File: src/rtl/vga_timing_gen.sv
// vga_timing_gen: parametrised raster timing generator with run enable,
// line-compare strobe and delayed sync outputs for pixel pipelines.
module vga_timing_gen #(
   parameter int CW       = 12,
   parameter int H_ACTIVE = 1280,
   parameter int H_FP     = 48,
   parameter int H_SYNC   = 112,
   parameter int H_BP     = 248,
   parameter int V_ACTIVE = 1024,
   parameter int V_FP     = 1,
   parameter int V_SYNC   = 3,
   parameter int V_BP     = 38,
   parameter int H_POL    = 1,
   parameter int V_POL    = 1,
   parameter int SYNC_DLY = 0
) (
   input  logic          clk_dot,
   input  logic          reset,
   input  logic          en,
   input  logic [CW-1:0] line_cmp,
   output logic          vid_new_frame,
   output logic          vid_new_line,
   output logic          vid_active,
   output logic [CW-1:0] x_cnt,
   output logic [CW-1:0] y_cnt,
   output logic          line_irq,
   output logic          vga_hsync,
   output logic          vga_vsync
);

   localparam int H_TOTAL = H_ACTIVE + H_FP + H_SYNC + H_BP;
   localparam int V_TOTAL = V_ACTIVE + V_FP + V_SYNC + V_BP;

   localparam logic [CW-1:0] H_LAST = CW'(H_TOTAL - 1);
   localparam logic [CW-1:0] V_LAST = CW'(V_TOTAL - 1);
   localparam logic [CW-1:0] H_ACT  = CW'(H_ACTIVE);
   localparam logic [CW-1:0] V_ACT  = CW'(V_ACTIVE);
   localparam logic [CW-1:0] HS_BEG = CW'(H_ACTIVE + H_FP);
   localparam logic [CW-1:0] HS_END = CW'(H_ACTIVE + H_FP + H_SYNC);
   localparam logic [CW-1:0] VS_BEG = CW'(V_ACTIVE + V_FP);
   localparam logic [CW-1:0] VS_END = CW'(V_ACTIVE + V_FP + V_SYNC);

   localparam logic HS_ON = (H_POL != 0);
   localparam logic VS_ON = (V_POL != 0);

   localparam bit LEGAL =
      (H_ACTIVE >= 1) && (H_FP >= 1) && (H_SYNC >= 1) && (H_BP >= 1) &&
      (V_ACTIVE >= 1) && (V_FP >= 1) && (V_SYNC >= 1) && (V_BP >= 1) &&
      (H_TOTAL <= (1 << CW)) && (V_TOTAL <= (1 << CW)) &&
      (SYNC_DLY >= 0) && (SYNC_DLY <= 15);

   logic [CW-1:0] h;
   logic [CW-1:0] v;
   logic          hs_q;
   logic          vs_q;

   // Outputs are decoded from the current (h,v), so they lag the counters
   // by one clock and stay coherent with x_cnt/y_cnt.
   always_ff @(posedge clk_dot or posedge reset) begin
      if (reset) begin
         h             <= '0;
         v             <= '0;
         x_cnt         <= '0;
         y_cnt         <= '0;
         vid_new_frame <= 1'b0;
         vid_new_line  <= 1'b0;
         vid_active    <= 1'b0;
         line_irq      <= 1'b0;
         hs_q          <= ~HS_ON;
         vs_q          <= ~VS_ON;
      end else if (!en) begin
         h             <= '0;
         v             <= '0;
         x_cnt         <= '0;
         y_cnt         <= '0;
         vid_new_frame <= 1'b0;
         vid_new_line  <= 1'b0;
         vid_active    <= 1'b0;
         line_irq      <= 1'b0;
         hs_q          <= ~HS_ON;
         vs_q          <= ~VS_ON;
      end else begin
         x_cnt         <= h;
         y_cnt         <= v;
         vid_new_frame <= (h == '0) && (v == '0);
         vid_new_line  <= (h == '0);
         vid_active    <= (h < H_ACT) && (v < V_ACT);
         line_irq      <= (h == H_ACT) && (v == line_cmp);
         hs_q <= ((h >= HS_BEG) && (h < HS_END)) ? HS_ON : ~HS_ON;
         vs_q <= ((v >= VS_BEG) && (v < VS_END)) ? VS_ON : ~VS_ON;
         if (h == H_LAST) begin
            h <= '0;
            v <= (v == V_LAST) ? '0 : v + 1'b1;
         end else begin
            h <= h + 1'b1;
         end
      end
   end

   generate
      if (SYNC_DLY == 0) begin : g_nodly
         assign vga_hsync = hs_q;
         assign vga_vsync = vs_q;
      end else begin : g_dly
         logic [SYNC_DLY-1:0] hs_p;
         logic [SYNC_DLY-1:0] vs_p;

         // Keeps shifting while disabled so the pipe drains to idle.
         always_ff @(posedge clk_dot or posedge reset) begin
            if (reset) begin
               hs_p <= {SYNC_DLY{~HS_ON}};
               vs_p <= {SYNC_DLY{~VS_ON}};
            end else begin
               hs_p[0] <= hs_q;
               vs_p[0] <= vs_q;
               for (int i = 1; i < SYNC_DLY; i++) begin
                  hs_p[i] <= hs_p[i-1];
                  vs_p[i] <= vs_p[i-1];
               end
            end
         end

         assign vga_hsync = hs_p[SYNC_DLY-1];
         assign vga_vsync = vs_p[SYNC_DLY-1];
      end
   endgenerate

   always_ff @(posedge clk_dot) begin
      assert (LEGAL)
         else $error("vga_timing_gen: illegal timing parameters");
   end

endmodule

File: config.mk
export PLATFORM = sky130hd
export DESIGN_NAME = vga_timing_gen
export DESIGN_NICKNAME = d
export VERILOG_FILES = /design/src/rtl/vga_timing_gen.sv
export SDC_FILE = /design/constraint.sdc
export NUM_CORES = 1
export LEC_CHECK = 0
export ABC_AREA = 0
export CORE_ASPECT_RATIO = 2
export CORE_MARGIN = 2
export CORE_UTILIZATION = 48
export CTS_BUF_LIST = sky130_fd_sc_hd__clkbuf_4
export DETAILED_ROUTE_END_ITERATION = 16
export PLACE_DENSITY = 0.73
export RECOVER_POWER = 25
export SETUP_SLACK_MARGIN = 0.02
export SYNTH_ARGS = -nofsm -noshare
export SYNTH_HDL_FRONTEND = slang
export SYNTH_SLANG_ARGS = --single-unit
File: constraint.sdc
create_clock -name clk_dot -period 3.3 [get_ports clk_dot]
set_input_delay 0.33 -clock clk_dot [delete_from_list [all_inputs] [get_ports clk_dot]]
set_output_delay 0.33 -clock clk_dot [all_outputs]
set_load 0.05 [all_outputs]
# Word-level counts from Yosys, hierarchy flattened
# Cells that the tools add are included.
# W data, S select, Z words.
totals:
  reg_bits: 54
  input_bits: 15
  wordCells: 45
op_classes:
  add_sub_neg: 2
  n_lt_le_gt_ge: 6
  n_eq_ne: 5
  muxes: 15
  n_reduce_logical: 7
ops:
  columns: ["cell", "count"]
  rows:
  - ["$mux W12", 7]
  - ["$lt A12 B11 Y1 const B", 4]
  - ["$eq A12 B11 Y1 const B", 3]
  - ["$add A12 B1 Y12 const B", 2]
  - ["$ge A12 B11 Y1 const B", 2]
  - ["$logic_not A12 Y1", 2]
  - ["$eq A12 B12 Y1", 1]
  - ["$mux W1", 8]
  - ["$logic_and A1 B1 Y1", 5]
  - ["$ne A2 B1 Y1 const B", 1]

# Logic depth before layout (Yosys ltp)
depth:
  ltp_word: 4
  mapped_depth: 6
  depth_no_buf: 6

# Least setup slack after synthesis
# OpenSTA, ideal clock, no wires.
synth_path:
  kind: "reg-to-reg"
  from: "reg h[0]"
  to: "reg v[4]"
  setup_ps: 92
  arrival_ps: 1497
  slack_ps: 1711
  stages_incl_launch_ff: 6
  n_path_buf: 0
  path_cell_list: "dfrtp_1 ha_1 nand2_1 nor4_4 nand3_4 o31ai_2"
synth_between:
  elab_chain_cells: 2
synth_lines:
  columns: ["element", "line", "source"]
  rows:
  - ["from (decl)", "52", "logic [CW-1:0] h;"]
  - ["from (signal assigned)", "95", "h <= h + 1'b1;"]
  - ["$eq A12 B11 Y1", "91", "if (h == H_LAST) begin"]
  - ["$ne A2 B1 Y1 (no source line)", null, null]
  - ["to (signal assigned)", "93", "v <= (v == V_LAST) ? '0 : v + 1'b1;"]
  - ["to (decl)", "53", "logic [CW-1:0] v;"]
# No other way between the ends.
# A chain may end at the register's enable or synchronous reset.

# Worst setup path in the final report
layout_path:
  from: "in en"
  to: "reg line_irq"
layout_between:
  elab_chain_cells: 1
layout_lines:
  columns: ["element", "line", "source"]
  rows:
  - ["from (decl)", "19", "input logic en,"]
  - ["$mux W1", "71", "end else if (!en) begin"]
  - ["to (signal assigned)", "88", "line_irq <= (h == H_ACT) && (v == line_cmp);"]
  - ["to (decl)", "26", "output logic line_irq,"]
# No other way between the ends.

==> results_dict.tcl <==
set metrics [dict create \
    vias 2023 \
    grt_usage_pct 20.6 \
    fmax_mhz 413 \
    min_period_ns 2.42 \
    r2r_cells 6 \
    ir_drop_v 0.000416 \
    slew_headroom_pct -32.0 \
    io_pins 45 \
    final_area_um2 3160 \
    cts_resized 0 \
    grt_overflow 0 \
    drtPass1Iterations 4 \
    synth_seq_area_share_pct 50.8 \
    hold_viol_final 0 \
    die_x_um 56.6 \
    hp-start "h[0]$_DFF_PP0_" \
    regToRegEndpoint "v[8]$_DFFE_PP0P_" \
    max_cap_viol_count 1 \
    wl_um 5860 \
    busiest_layer "met2" \
    numCtsBuffers 5 \
    antenna_left 0 \
    hold_buffers 0 \
    fin_ws_ns 0.877 \
    yosysWarnings 0 \
    syn_inst 253 \
    powerDensity_nw_per_um2 360 \
    crit_path_end_kind "flip-flop" \
    grt_pass1_vias 2037 \
    drc_errors 0 \
    synth_edf_count 0 \
    arrival_ns 2.72 \
    reg2reg_slack_ns 1.19 \
    drive_gt1_share_pct 8.74 \
    rows 38 \
    htreeDepth 2 \
    core_area_um2 5370 \
    syn_to_final_growth_pct 19.0 \
    synthArstFlopShare_pct 100 \
    syn_avg_cell_area_um2 10.5 \
    tightest_slew_ns 1.98 \
    clock-sinks 54 \
    min_to "h[0]$_DFF_PP0_" \
    portBuffers 44 \
    fin_worst_skew_ns 0.0115 \
    cts_tree "done" \
    clk_path_buf_depth 2 \
    drt-initial-drc-count 55 \
    synth.distinct_cells 47 \
    path_class "in2reg" \
    clk_pin_slew_ns 0.15 \
    required_ns 3.59 \
    die_y_um 109 \
    hold-path-cell-count 1 \
    initial_core_util_pct 49.5 \
    dieArea_um2 6180 \
    mostFrequentLayoutCells "dfrtp_1, clkdlybuf4s50_1, nor2_1" \
    post-dp-hpwl_um 4280 \
    synth_nets 273 \
    finish.utilization_pct 58.9 \
    synth_top_cell_area_share_pct 50.8 \
    netlist_top_cells_area "dfrtp_1, and2_1, xnor2_1, xor2_1, o31ai_2" \
    grt_util_met1_pct 20.4 \
    wl_per_cell_um 16.9 \
    post_cts_buffers 0 \
    vias_per_cell 5.85 \
    dp_slack_ns 1.23 \
    fin_nets 305 \
    grt_pass1_wl_um 9640 \
    layout_commonest_cell "dfrtp_1" \
    final.setup.tns_ns 0 \
    r2r_start "h[0]$_DFF_PP0_" \
    place_area_um2 3090 \
    cp_max_fo 29 \
    grt_use_met3_pct 3.80 \
    antenna_found_initial 0 \
    clk_latency_ns 0.39 \
    grt_max_degree 55 \
    finalCritPeriodShare_pct 73.4 \
    gp_congestion 0.887 \
    grt_use_met2_pct 38.0 \
    hp-class "reg2reg" \
    whs_ns 0.548 \
    setup_viol_count_final 0 \
    synth_area_um2 2660 \
    ys.flop_type "dfrtp_1" \
    rsz0062_at_grt "no" \
    status "finished with violations" \
    cts_root_buffer "clkbuf_4" \
    violations "capacitance limit, slew limit" \
    synth_top_cell_by_area "dfrtp_1" \
    insertedDiodeCount 0 \
    start_kind "primary input" \
    ys_ff_latch 54 \
    report.final.slew_viol_count 55 \
    leakage_nw 1.32 \
]
## registers in the layout, indices dropped and copies added, names as in the netlist
register	cells
h	12
line_irq	1
v	12
vga_hsync	1
vga_vsync	1
vid_active	1
vid_new_frame	1
vid_new_line	1
x_cnt	12
y_cnt	12
## cell usage after synthesis (3+ instances only)
cell      instances
nor4_1            6
and2_1           21
xor2_1           11
nand2_1          14
nor3_1            9
o211ai_1          5
xnor2_1          11
dfrtp_1          54
o21ai_0           5
o31ai_2           6
inv_1             8
nor2_1           18
clkbuf_1         10
nand3_1          12
buf_2             9
ha_1              5
nand4_1          11
a21oi_1           3
## worst max-delay path by stage
stage | from | to | slack (ns) | cells after the start
2_1_floorplan | reset | h[0]$_DFF_PP0_ | 1.66 | 1
3_3_place_gp | h[0]$_DFF_PP0_ | v[8]$_DFFE_PP0P_ | 1.29 | 6
3_5_place_dp | h[0]$_DFF_PP0_ | v[8]$_DFFE_PP0P_ | 1.23 | 6
4_1_cts | h[0]$_DFF_PP0_ | v[8]$_DFFE_PP0P_ | 1.19 | 6
5_1_grt | reset | x_cnt[1]$_DFF_PP0_ | 0.70 | 2
6_report | en | line_irq$_DFF_PP0_ | 0.88 | 5
## kinds of logic after synthesis
logic type	count (synthesis)	share of synthesized area (%)
XOR/XNOR	22	7.25
adder cells (fa/ha/maj)	5	2.35
flip-flops	54	50.8
AND/OR/NAND/NOR	112	25.2
AO/OA/AOI/OAI	30	9.32
buffers and inverters	30	4.99
## where the power goes
group | total, mW | internal, mW | switching (mW) | leakage, nW
sequential | 0.676 | 0.670 | 0.00660 | 0.747
combinational | 0.0961 | 0.0364 | 0.0597 | 0.531
clock | 0.366 | 0.157 | 0.208 | 0.0450
total | 1.14 | 0.863 | 0.275 | 1.32
## layer usage
layer / part of all wire (%) / vias to the layer above
li1: - / 943
met1: 36 / 992
met2: 56 / 66
met3: 3.5 / 22
met4: 4.4 / 0
met5: 0 / -
## per-stage QoR
| stage | instances | total power, mW |
|---|---|---|
| finish | 346 | 1.14 |
| global placement | 338 | 0.786 |
| detailed placement | 338 | 0.787 |
| floorplan | 253 | 0.745 |
| global route | 346 | 1.18 |
| CTS | 346 | 1.15 |
## layout make-up
class	count	area, um2
clock buffers	5	37.5
clock inverters	3	40.0
fillers	456	2210
inverters	9	33.8
multi-input cells	169	1170
flip-flops and latches	54	1350
well taps	60	75.1
repair buffers	46	452
## critical path, stage by stage
cell	delay, ns
dlygate4sd3_1	0.55
clkbuf_1	0.90
nand2b_1	0.22
or3_1	0.43
nor4_1	0.29
Note: power is estimated with default switching activity, not from simulation.
